==> config.mk <==
export PLATFORM = sky130hd
export DESIGN_NAME = b1_bist_ctrl
export DESIGN_NICKNAME = d
export VERILOG_FILES = /design/src/rtl/b1_bist_ctrl.sv
export SDC_FILE = /design/constraint.sdc
export NUM_CORES = 1
export LEC_CHECK = 0
export ABC_AREA = 1
export CAP_MARGIN = 20
export CORE_UTILIZATION = 30
export DETAILED_ROUTE_END_ITERATION = 6
export HOLD_SLACK_MARGIN = 0.12
export PLACE_DENSITY = 0.53
export RECOVER_POWER = 25
export SYNTH_ARGS = -nofsm -noshare
export SYNTH_HDL_FRONTEND = slang
export SYNTH_SLANG_ARGS = --single-unit
export TNS_END_PERCENT = 10
==> constraint.sdc <==
create_clock -name clock -period 1.9 [get_ports clock]
set_input_delay 0.57 -clock clock [delete_from_list [all_inputs] [get_ports clock]]
set_output_delay 0.57 -clock clock [all_outputs]
set_load 0.02 [all_outputs]
==> src/rtl/b1_bist_ctrl.sv <==
// -----------------------------------------------------------------------------
// b1_bist_ctrl
//
// Built-in self-test sequencer for the b1 combinational block. A start request
// walks the eight input vectors {a,b,c} = 0..7 into the block. Each vector is
// held for SETTLE+1 cycles. The four response bits {d,e,f,g} are folded into a
// 4-bit MISR, and the final signature is compared against GOLDEN.
//
// Optional feature macro: B1_BIST_SELFCHECK_EN
//   When defined, an embedded reference model of b1 checks every captured
//   response. The first failing vector index is recorded in fail_idx.
//   When undefined, fail_idx and fail_valid stay 0.
//
// Parameters
//   SETTLE     extra wait cycles per vector before capture (0..15)
//   GOLDEN     expected final signature of a fault-free block
//
// Ports
//   clock      in   rising-edge clock
//   reset_n    in   asynchronous active-low reset
//   start      in   run request, honoured only in IDLE or DONE
//   abort      in   cancel a run (priority over start and capture)
//   cut_d..g   in   responses from the b1 block
//   cut_a..c   out  vector driven to the b1 block (a is the MSB)
//   busy       out  high while running or checking
//   done       out  high in DONE, sticky until the next start or abort
//   pass       out  verdict, valid while done=1
//   signature  out  MISR contents
//   fail_idx   out  first failing vector index (self-check build)
//   fail_valid out  a per-vector mismatch was seen (self-check build)
// -----------------------------------------------------------------------------
module b1_bist_ctrl #(
    parameter logic [3:0] SETTLE = 4'd0,
    parameter logic [3:0] GOLDEN = 4'h9
) (
    input  logic       clock,
    input  logic       reset_n,
    input  logic       start,
    input  logic       abort,
    input  logic       cut_d,
    input  logic       cut_e,
    input  logic       cut_f,
    input  logic       cut_g,
    output logic       cut_a,
    output logic       cut_b,
    output logic       cut_c,
    output logic       busy,
    output logic       done,
    output logic       pass,
    output logic [3:0] signature,
    output logic [2:0] fail_idx,
    output logic       fail_valid
);

    typedef enum logic [1:0] {
        ST_IDLE  = 2'd0,
        ST_RUN   = 2'd1,
        ST_CHECK = 2'd2,
        ST_DONE  = 2'd3
    } state_t;

    // One MISR step: shift s0->s1->s2->s3, with s3 fed back into s0 and s3.
    function automatic logic [3:0] misr_next(input logic [3:0] s, input logic [3:0] r);
        misr_next = {s[2] ^ s[3] ^ r[3], s[1] ^ r[2], s[0] ^ r[1], s[3] ^ r[0]};
    endfunction

`ifdef B1_BIST_SELFCHECK_EN
    // Fault-free b1 behaviour for vector p = {a,b,c}: {d,e,f,g}.
    function automatic logic [3:0] ref_resp(input logic [2:0] p);
        ref_resp = {p[0], p[2] ^ p[1], p[2] & p[1] & ~p[0], ~p[0]};
    endfunction
`endif

    state_t     state_r, state_s;
    logic [2:0] pat_r, pat_s;
    logic [3:0] wait_r, wait_s;
    logic [3:0] misr_r, misr_s;
    logic       pass_r, pass_s;
    logic       done_r, done_s;
    logic       busy_r, busy_s;
    logic [2:0] vec_r, vec_s;
    logic [2:0] fidx_r, fidx_s;
    logic       fvalid_r, fvalid_s;
    logic [3:0] resp_s;
    logic       mism_s;

    assign resp_s = {cut_d, cut_e, cut_f, cut_g};

`ifdef B1_BIST_SELFCHECK_EN
    assign mism_s = (resp_s != ref_resp(pat_r));
`else
    assign mism_s = 1'b0;
`endif

    // FSM state register.
    always_ff @(posedge clock or negedge reset_n) begin
        if (!reset_n) begin
            state_r <= ST_IDLE;
        end else begin
            state_r <= state_s;
        end
    end

    // Next-state and next-datapath logic; every register holds unless changed.
    always_comb begin
        state_s  = state_r;
        pat_s    = pat_r;
        wait_s   = wait_r;
        misr_s   = misr_r;
        pass_s   = pass_r;
        done_s   = done_r;
        busy_s   = busy_r;
        vec_s    = vec_r;
        fidx_s   = fidx_r;
        fvalid_s = fvalid_r;

        case (state_r)
            ST_IDLE, ST_DONE: begin
                if (abort && (state_r == ST_DONE)) begin
                    // Abort also clears a sticky verdict.
                    state_s = ST_IDLE;
                    done_s  = 1'b0;
                    pass_s  = 1'b0;
                end else if (start) begin
                    state_s  = ST_RUN;
                    pat_s    = 3'd0;
                    wait_s   = SETTLE;
                    misr_s   = 4'h0;
                    fidx_s   = 3'd0;
                    fvalid_s = 1'b0;
                    done_s   = 1'b0;
                    pass_s   = 1'b0;
                    busy_s   = 1'b1;
                    vec_s    = 3'd0;
                end else begin
                    state_s = state_r;
                end
            end

            ST_RUN: begin
                if (abort) begin
                    // Partial signature is kept for debug.
                    state_s = ST_IDLE;
                    busy_s  = 1'b0;
                    done_s  = 1'b0;
                    pass_s  = 1'b0;
                    vec_s   = 3'd0;
                end else if (wait_r != 4'd0) begin
                    wait_s = wait_r - 4'd1;
                end else begin
                    misr_s = misr_next(misr_r, resp_s);
                    if (mism_s && !fvalid_r) begin
                        fvalid_s = 1'b1;
                        fidx_s   = pat_r;
                    end else begin
                        fvalid_s = fvalid_r;
                    end
                    pat_s  = pat_r + 3'd1;
                    wait_s = SETTLE;
                    if (pat_r == 3'd7) begin
                        // Pattern wraps to 0; it is not applied again.
                        state_s = ST_CHECK;
                        vec_s   = 3'd0;
                    end else begin
                        vec_s = pat_r + 3'd1;
                    end
                end
            end

            ST_CHECK: begin
                if (abort) begin
                    state_s = ST_IDLE;
                    busy_s  = 1'b0;
                    done_s  = 1'b0;
                    pass_s  = 1'b0;
                    vec_s   = 3'd0;
                end else begin
                    state_s = ST_DONE;
                    busy_s  = 1'b0;
                    done_s  = 1'b1;
                    pass_s  = (misr_r == GOLDEN) && !fvalid_r;
                    vec_s   = 3'd0;
                end
            end

            default: begin
                state_s  = ST_IDLE;
                busy_s   = 1'b0;
                done_s   = 1'b0;
                pass_s   = 1'b0;
                vec_s    = 3'd0;
            end
        endcase
    end

    // Datapath and output registers.
    always_ff @(posedge clock or negedge reset_n) begin
        if (!reset_n) begin
            pat_r    <= 3'd0;
            wait_r   <= 4'd0;
            misr_r   <= 4'h0;
            pass_r   <= 1'b0;
            done_r   <= 1'b0;
            busy_r   <= 1'b0;
            vec_r    <= 3'd0;
            fidx_r   <= 3'd0;
            fvalid_r <= 1'b0;
        end else begin
            pat_r    <= pat_s;
            wait_r   <= wait_s;
            misr_r   <= misr_s;
            pass_r   <= pass_s;
            done_r   <= done_s;
            busy_r   <= busy_s;
            vec_r    <= vec_s;
            fidx_r   <= fidx_s;
            fvalid_r <= fvalid_s;
        end
    end

    assign cut_a      = vec_r[2];
    assign cut_b      = vec_r[1];
    assign cut_c      = vec_r[0];
    assign busy       = busy_r;
    assign done       = done_r;
    assign pass       = pass_r;
    assign signature  = misr_r;
    assign fail_idx   = fidx_r;
    assign fail_valid = fvalid_r;

endmodule

==> results.cfg <==
[hold_path]
holdPathEnd = vec_r[1]$_DFFE_PN0P_
hold_path.class = reg2reg
holdPathStages = 2
hold_path_startpoint = vec_r[1]$_DFFE_PN0P_

[sta]
finalHoldViolCount = 0
fin_crit_sh_pct = 95.40
fin_skew_ns = 0.004857
clock.fmax_mhz = 551.7
worst_slew_pin_slew_ns = 1.052
rsz0062_at_grt = false
relSlewSlack_pct = 29.90
drv_slew = 0
setup_viol = 0
period_minus_slack_ns = 1.813
setup-tns-final_ns = 0

[worst_setup_path]
cp_top_family = buffers and inverters
timing.rr.end = signature[0]$_DFFE_PN0P_
path_class = reg2out
ff2ff_path_depth = 9
path_buf_inv = 1
crit_path_max_incr_delay_ns = 0.61
cp_slowest_cell = clkdlybuf4s50_1
endpoint_kind = output port
cp.arrival_ns = 1.24
start_kind = flip-flop
path_max_fanout = 3
required_ns = 1.33
reg2reg_slack_ns = 0.20
crit_chain = clkdlybuf4s50_1
reg2reg_from = state_r[1]$_DFFE_PN0P_

[floorplanning]
die_area_um2 = 4162
coreArea_um2 = 3716
die-width_um = 64.52
start_util_pct = 31.55
die_y_um = 64.52
ios = 22
rows = 22

[clocking]
clock-sinks = 19
cts_tree = done
hold_buffers = 0
clk_latency_ns = 0.26
numCtsBuffers = 3
clockBufferDepth = 2
clockRootBuffer = clkbuf_8
htree_levels = 1
clk_pin_slew_worst_paths_ns = 0.07

[pwr]
p_comb_share_pct = 56.8
netSwitchingFraction_pct = 46.54
intPower_mw = 1.128
p_seq_share_pct = 29.4
p_per_area_nw_per_um2 = 1464
pwr-share-clk_pct = 13.9
ir_drop_v = 0.0004088
power_leakage_nw = 0.7693
p_sw_mw = 0.9821

[grt]
grt_max_degree = 20
grt_pass1_wl_um = 4222
grt.overflow.total = 0
grt_pass1_vias = 957
grt.total_usage_pct = 12.99
antenna_found_initial = 0

[outcome]
status = finished, final reports clean

[route]
drt_iter0_markers = 49
drc_errors = 0
viasPerCell = 4.417
wl_per_cell_um = 10.92
antenna_left = 0
via_count = 932
drt_wl_total_um = 2304
drtPass1Iterations = 4

[synthesis]
yosysWarningCount = 0
syn_avg_cell_area_um2 = 8.374
synth_cell_types = 24
ys_seq_area_share_pct = 40.55
syn_area_um2 = 1172
ys_seq_elements = 19
syn_inst = 140

[cells_and_area]
antenna_cells = 0
layout_common_cells = nand2_1, dfrtp_1, clkdlybuf4s50_1
final_common_cell = nand2_1
fin_nets = 180
drive_gt1_share_pct = 14.72
fin_area_um2 = 1441
area_delta_synth_final_pct = 22.95

[placement]
dpl.hpwl_um = 1790
port_buffers = 17
place_area_um2 = 1391
gp_congestion = 0.7890

[flow_run]
drv_cap = 0
-- worst register-to-register path: stages (launching register included) --
cell and delay [ns]:
dfrtp_1 0.43, inv_1 0.07, ha_1 0.39, inv_4 0.11, nand2_4 0.08, nand2_4 0.06
nor2_8 0.14, nand2_4 0.15, nand2_1 0.11, o21ai_2 0.05
-- power by group through the flow --
| stage | logic, mW | registers (mW) | clock network, mW |
|---|---|---|---|
| 2_1_floorplan | 0.929 | 0.680 | 0 |
| 3_3_place_gp | 1.20 | 0.625 | 0 |
| 3_5_place_dp | 1.22 | 0.630 | 0 |
| 4_1_cts | 1.22 | 0.623 | 0.307 |
| 5_1_grt | 1.36 | 0.645 | 0.318 |
| 6_report | 1.20 | 0.620 | 0.293 |
-- Yosys cell counts (all sizes together) --
cell / count / area, um^2
a21oi: 5 / 25.02
a31oi: 1 / 6.260
buf: 7 / 67.56
conb: 1 / 3.750
dfrtp: 19 / 475.5
ha: 8 / 100.1
inv: 15 / 58.81
nand2: 46 / 202.7
nand3: 8 / 40.04
nand3b: 1 / 7.510
nand4: 2 / 12.51
nor2: 7 / 42.54
nor3: 1 / 5.000
o21ai: 17 / 107.6
xnor2: 1 / 8.760
xor2: 1 / 8.760
-- cell families after synthesis --
kind of cell,count (synthesis),share of synthesized area (%)
XOR/XNOR,2,1.494
buffers and inverters,22,10.78
adder cells (fa/ha/maj),8,8.538
AO/OA/AOI/OAI,23,11.85
flip-flops,19,40.56
other,1,0.3199
AND/OR/NAND/NOR,65,26.47
-- routing by layer --
| metal | vias up | global-route usage (%) | routed length [um] |
|---|---|---|---|
| met1 | 415 | 17.17 | 1137 |
| li1 | 492 | - | - |
| met5 | - | 0 | 0 |
| met2 | 23 | 21.05 | 1059 |
| met3 | 2 | 2.641 | 90 |
| met4 | 0 | 4.167 | 16 |
-- layout make-up --
type / instances / area (um^2)
Fill cell: 360 / 2275
Multi-Input combinational cell: 102 / 581.8
Sequential cell: 19 / 475.5
Timing Repair Buffer: 23 / 219.0
Tap cell: 48 / 60.06
Inverter: 15 / 58.81
Clock buffer: 3 / 41.29
Clock inverter: 1 / 5.005
-- worst max path at each step --
stage               cells after the start                startpoint  slack (ns)                       end
CTS                                     1  signature[3]$_DFFE_PN0P_       0.001              signature[3]
global route                            2                   reset_n        0.03    state_r[0]$_DFFE_PN0P_
detailed placement                      8                     start      -0.009  signature[0]$_DFFE_PN0P_
floorplan                              10    state_r[0]$_DFFE_PN0P_        0.33  signature[3]$_DFFE_PN0P_
finish                                  1  signature[2]$_DFFE_PN0P_        0.09              signature[2]
global placement                        8                     start        0.01  signature[0]$_DFFE_PN0P_
-- flip-flops by register name, indices dropped and copies added, names as in the netlist --
| name | flops |
|---|---|
| busy | 1 |
| done | 1 |
| pass | 1 |
| pat_r | 3 |
| signature | 4 |
| state_r | 2 |
| vec_r | 3 |
| wait_r | 4 |
-- metrics by stage --
step                      utilization [%]  instances  setup slack [ns]  total power, mW  hold WS [ns]
final                               38.79        211           0.08740            2.111        0.4946
after global routing                38.79        211           0.02594            2.320        0.5208
after CTS                           38.69        211          0.001003            2.153        0.5002
after detailed placement            37.44        207         -0.008707            1.846        0.4771
after global placement              37.44        207           0.01114            1.825        0.4704
after floorplan                         -        143            0.3319            1.609        0.2744
-- timing repair --
action | in CTS | in global routing
gates resized for setup | 0 | 3
setup buffers | 0 | 0
endpoints found under the setup margin | 0 | 3
No activity file was read; power rests on OpenSTA's default activity.
